`src/rtl/plat_land_scan.sv`:
```
// rtl/plat_land_scan.sv - sequential landing scan of one block's platform table (optional PLAT_CEIL_BUMP_EN)
module plat_land_scan #(
    parameter int PLATFORM_NUM_PER_BLOCK = 7,
    parameter int PHY_WIDTH              = 16,
    parameter int BLOCK_LEN_WIDTH        = 4,
    parameter int TILE_WIDTH             = 8,
    parameter int PLAYER_WIDTH           = 16,
    parameter int IDX_WIDTH              = 3
`ifdef PLAT_CEIL_BUMP_EN
    ,
    parameter int PLAT_THICK             = 8
`endif
) (
    input  logic                                          sys_clk,
    input  logic                                          sys_rst_n,
    input  logic [PLATFORM_NUM_PER_BLOCK*PHY_WIDTH-1:0]       plat_relative_x,
    input  logic [PLATFORM_NUM_PER_BLOCK*PHY_WIDTH-1:0]       plat_relative_y,
    input  logic [PLATFORM_NUM_PER_BLOCK*BLOCK_LEN_WIDTH-1:0] plat_len,
    input  logic                                          block_switch,
    input  logic                                          start,
    input  logic [PHY_WIDTH-1:0]                          player_x,
    input  logic [PHY_WIDTH-1:0]                          prev_foot_y,
    input  logic [PHY_WIDTH-1:0]                          next_foot_y,
    output logic                                          busy,
    output logic                                          done,
    output logic                                          hit,
    output logic                                          aborted,
    output logic [IDX_WIDTH-1:0]                          hit_idx,
    output logic [PHY_WIDTH-1:0]                          land_y
`ifdef PLAT_CEIL_BUMP_EN
    ,
    output logic                                          hit_ceil
`endif
);

    localparam int SLOTS = 1 << IDX_WIDTH;
    localparam logic [IDX_WIDTH-1:0] LAST_IDX = IDX_WIDTH'(PLATFORM_NUM_PER_BLOCK - 1);

    typedef enum logic [1:0] {ST_IDLE, ST_SCAN, ST_DONE} state_t;

    state_t state_q, state_d;

    // Table padded to a power of two so the scan index never selects past the array.
    logic [SLOTS*PHY_WIDTH-1:0]       x_pad, y_pad;
    logic [SLOTS*BLOCK_LEN_WIDTH-1:0] len_pad;

    assign x_pad   = (SLOTS*PHY_WIDTH)'(plat_relative_x);
    assign y_pad   = (SLOTS*PHY_WIDTH)'(plat_relative_y);
    assign len_pad = (SLOTS*BLOCK_LEN_WIDTH)'(plat_len);

    logic [PHY_WIDTH-1:0]       snap_x   [SLOTS];
    logic [PHY_WIDTH-1:0]       snap_y   [SLOTS];
    logic [BLOCK_LEN_WIDTH-1:0] snap_len [SLOTS];
    logic [PHY_WIDTH-1:0]       p_x, p_prev, p_next;
    logic [IDX_WIDTH-1:0]       idx_q;
    logic                       best_v;
    logic [PHY_WIDTH-1:0]       best_y;
    logic [IDX_WIDTH-1:0]       best_idx;
    logic                       abort_q;
`ifdef PLAT_CEIL_BUMP_EN
    logic                       best_ceil;
`endif

    logic [PHY_WIDTH-1:0]       cur_x, cur_y;
    logic [BLOCK_LEN_WIDTH-1:0] cur_len;
    logic [PHY_WIDTH:0]         x_end, p_right;
    logic                       x_ovl, land_match, land_better, upd;

    always_comb begin
        cur_x       = snap_x[idx_q];
        cur_y       = snap_y[idx_q];
        cur_len     = snap_len[idx_q];
        // One extra bit keeps the right edges from wrapping near the top of the coordinate range.
        x_end       = {1'b0, cur_x}
                    + (PHY_WIDTH+1)'(cur_len) * (PHY_WIDTH+1)'(TILE_WIDTH)
                    - (PHY_WIDTH+1)'(1);
        p_right     = {1'b0, p_x} + (PHY_WIDTH+1)'(PLAYER_WIDTH - 1);
        x_ovl       = (cur_len != '0) && (p_right >= {1'b0, cur_x}) && ({1'b0, p_x} <= x_end);
        land_match  = x_ovl && (p_prev > p_next) && (p_prev >= cur_y) && (p_next <= cur_y);
        land_better = land_match && (!best_v || (cur_y > best_y));
    end

`ifdef PLAT_CEIL_BUMP_EN
    logic [PHY_WIDTH+1:0] head_prev, head_next, y_ext;
    logic                 ceil_match, ceil_better;

    // Head-vs-underside test rearranged as head + thickness against Y to avoid subtracting.
    always_comb begin
        head_prev   = {2'b00, p_prev} + (PHY_WIDTH+2)'(PLAYER_WIDTH + PLAT_THICK);
        head_next   = {2'b00, p_next} + (PHY_WIDTH+2)'(PLAYER_WIDTH + PLAT_THICK);
        y_ext       = {2'b00, cur_y};
        ceil_match  = x_ovl && (p_next > p_prev) && (cur_y >= PHY_WIDTH'(PLAT_THICK))
                    && (head_prev <= y_ext) && (head_next >= y_ext);
        ceil_better = ceil_match && (!best_v || (cur_y < best_y));
        upd         = land_better || ceil_better;
    end
`else
    assign upd = land_better;
`endif

    always_ff @(posedge sys_clk or negedge sys_rst_n) begin
        if (!sys_rst_n) begin
            state_q <= ST_IDLE;
        end else begin
            state_q <= state_d;
        end
    end

    always_comb begin
        state_d = state_q;
        case (state_q)
            ST_IDLE: if (start) state_d = ST_SCAN;
            ST_SCAN: if (block_switch || (idx_q == LAST_IDX)) state_d = ST_DONE;
            ST_DONE: state_d = ST_IDLE;
            default: state_d = ST_IDLE;
        endcase
    end

    assign busy = (state_q != ST_IDLE);

    always_ff @(posedge sys_clk or negedge sys_rst_n) begin
        if (!sys_rst_n) begin
            for (int i = 0; i < SLOTS; i++) begin
                snap_x[i]   <= '0;
                snap_y[i]   <= '0;
                snap_len[i] <= '0;
            end
            p_x      <= '0;
            p_prev   <= '0;
            p_next   <= '0;
            idx_q    <= '0;
            best_v   <= 1'b0;
            best_y   <= '0;
            best_idx <= '0;
            abort_q  <= 1'b0;
            done     <= 1'b0;
            hit      <= 1'b0;
            aborted  <= 1'b0;
            hit_idx  <= '0;
            land_y   <= '0;
`ifdef PLAT_CEIL_BUMP_EN
            best_ceil <= 1'b0;
            hit_ceil  <= 1'b0;
`endif
        end else begin
            done <= 1'b0;
            case (state_q)
                ST_IDLE: begin
                    if (start) begin
                        for (int i = 0; i < SLOTS; i++) begin
                            snap_x[i]   <= x_pad[i*PHY_WIDTH +: PHY_WIDTH];
                            snap_y[i]   <= y_pad[i*PHY_WIDTH +: PHY_WIDTH];
                            snap_len[i] <= len_pad[i*BLOCK_LEN_WIDTH +: BLOCK_LEN_WIDTH];
                        end
                        p_x      <= player_x;
                        p_prev   <= prev_foot_y;
                        p_next   <= next_foot_y;
                        idx_q    <= '0;
                        best_v   <= 1'b0;
                        best_y   <= '0;
                        best_idx <= '0;
                        abort_q  <= 1'b0;
                        hit      <= 1'b0;
                        aborted  <= 1'b0;
                        hit_idx  <= '0;
                        land_y   <= '0;
`ifdef PLAT_CEIL_BUMP_EN
                        best_ceil <= 1'b0;
                        hit_ceil  <= 1'b0;
`endif
                    end
                end
                ST_SCAN: begin
                    if (block_switch) begin
                        abort_q <= 1'b1;
                    end else begin
                        if (upd) begin
                            best_v   <= 1'b1;
                            best_y   <= cur_y;
                            best_idx <= idx_q;
`ifdef PLAT_CEIL_BUMP_EN
                            best_ceil <= ceil_better;
`endif
                        end
                        idx_q <= idx_q + IDX_WIDTH'(1);
                    end
                end
                ST_DONE: begin
                    done    <= 1'b1;
                    aborted <= abort_q;
                    if (!abort_q && best_v) begin
                        hit     <= 1'b1;
                        hit_idx <= best_idx;
`ifdef PLAT_CEIL_BUMP_EN
                        hit_ceil <= best_ceil;
                        land_y   <= best_ceil ? (best_y - PHY_WIDTH'(PLAT_THICK)) : best_y;
`else
                        land_y  <= best_y;
`endif
                    end
                end
                default: ;
            endcase
        end
    end

endmodule

```
`config.mk`:
```
export PLATFORM = sky130hd
export DESIGN_NAME = plat_land_scan
export DESIGN_NICKNAME = d
export VERILOG_FILES = /design/src/rtl/plat_land_scan.sv
export SDC_FILE = /design/constraint.sdc
export NUM_CORES = 1
export LEC_CHECK = 0
export ABC_AREA = 1
export BUFFER_PORTS_ARGS = -buffer_cell sky130_fd_sc_hd__buf_2
export CORE_ASPECT_RATIO = 1.2
export CORE_MARGIN = 2
export CORE_UTILIZATION = 30
export DETAILED_ROUTE_END_ITERATION = 8
export GPL_ROUTABILITY_DRIVEN = 0
export PLACE_DENSITY = 0.48
export SETUP_SLACK_MARGIN = 0.3
export SLEW_MARGIN = 0
export SYNTH_ARGS = -nofsm -noshare
export SYNTH_HDL_FRONTEND = slang
export SYNTH_SLANG_ARGS = --single-unit
```
`constraint.sdc`:
```
create_clock -name sys_clk -period 5 [get_ports sys_clk]
set_clock_uncertainty 0.15 [all_clocks]
set_input_delay 0 -clock sys_clk [delete_from_list [all_inputs] [get_ports sys_clk]]
set_output_delay 0 -clock sys_clk [all_outputs]
set_load 0.02 [all_outputs]
```
==> summary.md <==
| Metric | Value |
|---|---|
| Cell taking the most area after synthesis | dfrtp_1 |
| Max stage delay cell, worst path | dfrtp_4 |
| Worst slew pin tran | 1160 ps |
| Global-route wire length before repair | 110 mm |
| Num Clock Sinks | 348 |
| Largest net degree at the start of global routing | 218 |
| Status | finished clean |
| Via count | 19,200 |
| Worst R2R End | best_y[3] |
| Post-Syn Area | 18,700 sq um |
| Cell Count, Final, Fillers Out | 4,061 |
| Sequential share of the synthesized area | 0.466 |
| DRC errors left | 0 |
| Reg area | 8710 sq um |
| Placed Cells | 3,560 |
| Synthesized area per cell | 7.43 sq um |
| RSZ-0062 raised after global routing | yes |
| Worst r2r src | idx_q[0] |
| Gr ovfl total | 0 |
| Worst hold path class | input port to register |
| Crit path from | idx_q[0] |
| Total stage count of the critical path | 34 |
| Switch Pwr | 9.28 mW |
| # setup viols final | 0 |
| Chip Height | 278 microns |
| Crit path to | best_y[3] |
| CP Max Fanout | 9 |
| Top post-synthesis cells by area | dfrtp_1 47%, nand2_1 23%, ha_1 7.9% |
| Worst Reg2Reg Path Length in Cells | 34 |
| Post-DRT Antenna Nets | 0 |
| Clock Tree Buf Depth | 3 |
| Power density cells | 729 nW/um^2 |
| Die W | 232 microns |
| Root Buffer | clkbuf_16 |
| Slew Viols, Final | 0 |
| Antenna violations before repair | 5 |
| LEAKAGE | 14.2 nW |
| PortBufs | 326 |
| Die area | 64,400 sq um |
| Reg2Reg Setup Slack | 190 ps |
| Sw frac | 0.467 |
| Fin. Hold Viols | 0 |
| Drt via density | 4.73 |
| Vias in the first global route | 19,900 |
| Max stage delay on crit path | 520 ps |
| Cells after synthesis | 2,518 |
| WL/cell | 17.8 microns |
| Area growth from synthesis to layout | 45.8% |
| Top cell type's share of synthesized area | 0.466 |
| Area of the multi-input gates | 9090 sq um |
| Core ar. | 61,800 sq um |
| # fillers | 6,172 |
| Flop pwr share | 0.254 |
| Worst path bufs/invs | 4 |
| Worst-skew pair later-pin latency | 580 ps |
| Slew HR | 0.229 |
| Max VDD drop | 0.000574 V |
| Clk slew on worst S/H paths | 60 ps |
| Period utilization | 0.962 |
| Yosys warnings | 0 |
| TritonCTS clock tree | yes |
| Critical Path AT | 5140 ps |
| Share of cells above drive strength 1 | 0.158 |
| Max-Cap Viols | 0 |
| Placement Rows | 100 |
| Clk network pwr share | 0.166 |
| Fin worst setup slack | 189 ps |
| Iter 0 DRT Violations | 1,359 |
| Combinational power share | 0.580 |
| Initial Util | 0.303 |
| Register bit total from synthesis | 348 |
| Cell family with most CP delay | simple AND/OR/NAND/NOR gates |
| Achievable Freq | 0.208 GHz |
| Num CTS Buffers | 42 |
| H-tree depth | 2 |
| Placed wire-length estimate | 49.1 mm |
| Gr usage total | 0.221 |
| Synthesized Nets | 2,941 |
| Post-Route WL | 72.2 mm |
| Clock period minus worst slack | 4810 ps |
| Hold Worst Slack | 14.8 ps |
| Startpoint class of the critical path | register |
| Required time of the critical path | 5320 ps |
| Placement Setup Slack | 65.7 ps |
| CP endpoint kind | register |
| Drt first pass iters | 5 |
| Top cell by count, worst path | nand2_1 |
| I/O pin cnt | 327 |
| Yosys cell types | 33 |
| Power Internal | 10.6 mW |
| Post-layout nets | 3,632 |
| CP Class | register to register |
layer usage:
metal | vias up | part of all wire | routed length [microns] | track usage
li1 | 9349 | - | - | -
met1 | 9118 | 0.42 | 30100 | 0.270
met2 | 587 | 0.49 | 35500 | 0.383
met3 | 162 | 0.045 | 3260 | 0.0291
met4 | 2 | 0.047 | 3380 | 0.100
met5 | - | 0.00011 | 8 | 0
cells in the mapped netlist:
cell type / instances
nand2_1: 1143
dfrtp_1: 348
o21ai_0: 202
nor2_1: 176
inv_1: 158
ha_1: 118
clkbuf_1: 99
nand3_1: 81
a21oi_1: 56
o22ai_1: 28
xor2_1: 18
buf_2: 12
o21ai_1: 12
buf_1: 11
nand4_1: 11
nor3_1: 6
xnor2_1: 6
buf_4: 4
o221ai_1: 4
a21o_1: 3
a31oi_1: 3
o21a_1: 3
o21bai_1: 3
inv_2: 2
o211ai_1: 2
or2_2: 2
a211oi_1: 1
and3_1: 1
and3b_1: 1
buf_6: 1
fa_1: 1
nand3b_1: 1
nor2_4: 1
metrics by stage:
step | util | area (sq um) | setup TNS, ps | total power [mW]
2_1_floorplan | - | 18700 | 0 | 12.0
3_3_place_gp | 0.342 | 21200 | 0 | 15.0
3_5_place_dp | 0.342 | 21200 | 0 | 15.2
4_1_cts | 0.437 | 27000 | 0 | 19.4
5_1_grt | 0.441 | 27300 | -976 | 21.7
6_report | 0.441 | 27300 | 0 | 19.9
kinds of logic (layout without fill, tap and decap cells):
| group | Yosys count | count (layout) | share of synthesized area |
|---|---|---|---|
| compound gates | 317 | 317 | 0.0893 |
| xor+xnor | 24 | 24 | 0.0112 |
| fa+ha+maj | 119 | 119 | 0.0800 |
| buf+inv | 287 | 1011 | 0.0596 |
| flops | 348 | 348 | 0.466 |
| other cells | 0 | 3 | 0 |
| simple gates | 1423 | 1423 | 0.294 |
repair_timing:
action,CTS,global route
cloned,4,2
hold buffers,394,0
gates resized for setup,41,53
hold endpoints to repair,409,0
setup buffers,17,4
setup endpoints to repair,20,20
pin swaps,10,40
registers in the layout (all words and copies together), names as in the netlist, 2 cells and up:
register / count
hit_idx: 3
snap_x: 112
state_q: 2
land_y: 16
p_prev: 16
p_next: 16
best_y: 16
p_x: 16
idx_q: 3
snap_y: 112
best_idx: 3
snap_len: 28
cells in the final DEF, fill, tap and decap left out, types with 4 or more instances in the layout:
cell	count
nand2_1	1114
dlygate4sd3_1	393
dfrtp_1	346
buf_2	326
o21ai_0	191
nor2_1	173
inv_1	154
ha_1	115
nand3_1	79
a21oi_1	52
clkbuf_16	45
o22ai_1	28
buf_4	27
nand2_2	24
o21ai_1	19
xor2_1	17
clkbuf_8	13
nand4_1	11
buf_12	11
clkbuf_1	7
buf_6	7
xnor2_1	6
nor3_1	6
clkinv_2	5
o21ai_2	4
a21oi_2	4
nand2_4	4
bufinv_16	4
tightest hold or removal path: cells and delay by family:
| family | cells | cell delay, ps |
|---|---|---|
| buf+inv | 2 | 620 |
| simple gates | 2 | 100 |
power by group through the flow:
stage | registers (mW) | logic, mW | clock network, mW
3_5_place_dp | 5.07 | 10.1 | 0
4_1_cts | 5.04 | 11.0 | 3.38
2_1_floorplan | 4.67 | 7.31 | 0
6_report | 5.05 | 11.5 | 3.30
5_1_grt | 5.19 | 13.1 | 3.48
3_3_place_gp | 5.08 | 9.90 | 0
worst min path at each step:
stage                                   start     endpoint  slack (ps)  depth (start not counted)
after floorplan                     sys_rst_n      abort_q        -450                          0
after global placement              sys_rst_n  snap_y[122]         -20                          1
after detailed placement            sys_rst_n  snap_y[122]         -20                          1
after CTS                     prev_foot_y[15]   p_prev[15]         0.6                          4
after global routing      plat_relative_y[85]   snap_y[37]          20                          4
final                     plat_relative_y[85]   snap_y[37]          10                          4
area by class of cell:
| type | count | area share |
|---|---|---|
| Multi-Input combinational cell | 1883 | 0.334 |
| Sequential cell | 348 | 0.320 |
| Timing Repair Buffer | 774 | 0.231 |
| Clock buffer | 63 | 0.0470 |
| Tap cell | 816 | 0.0375 |
| Inverter | 160 | 0.0234 |
| Clock inverter | 14 | 0.00725 |
| Antenna cell | 3 | 0.000275 |
Power figures use the tool's default switching activity.
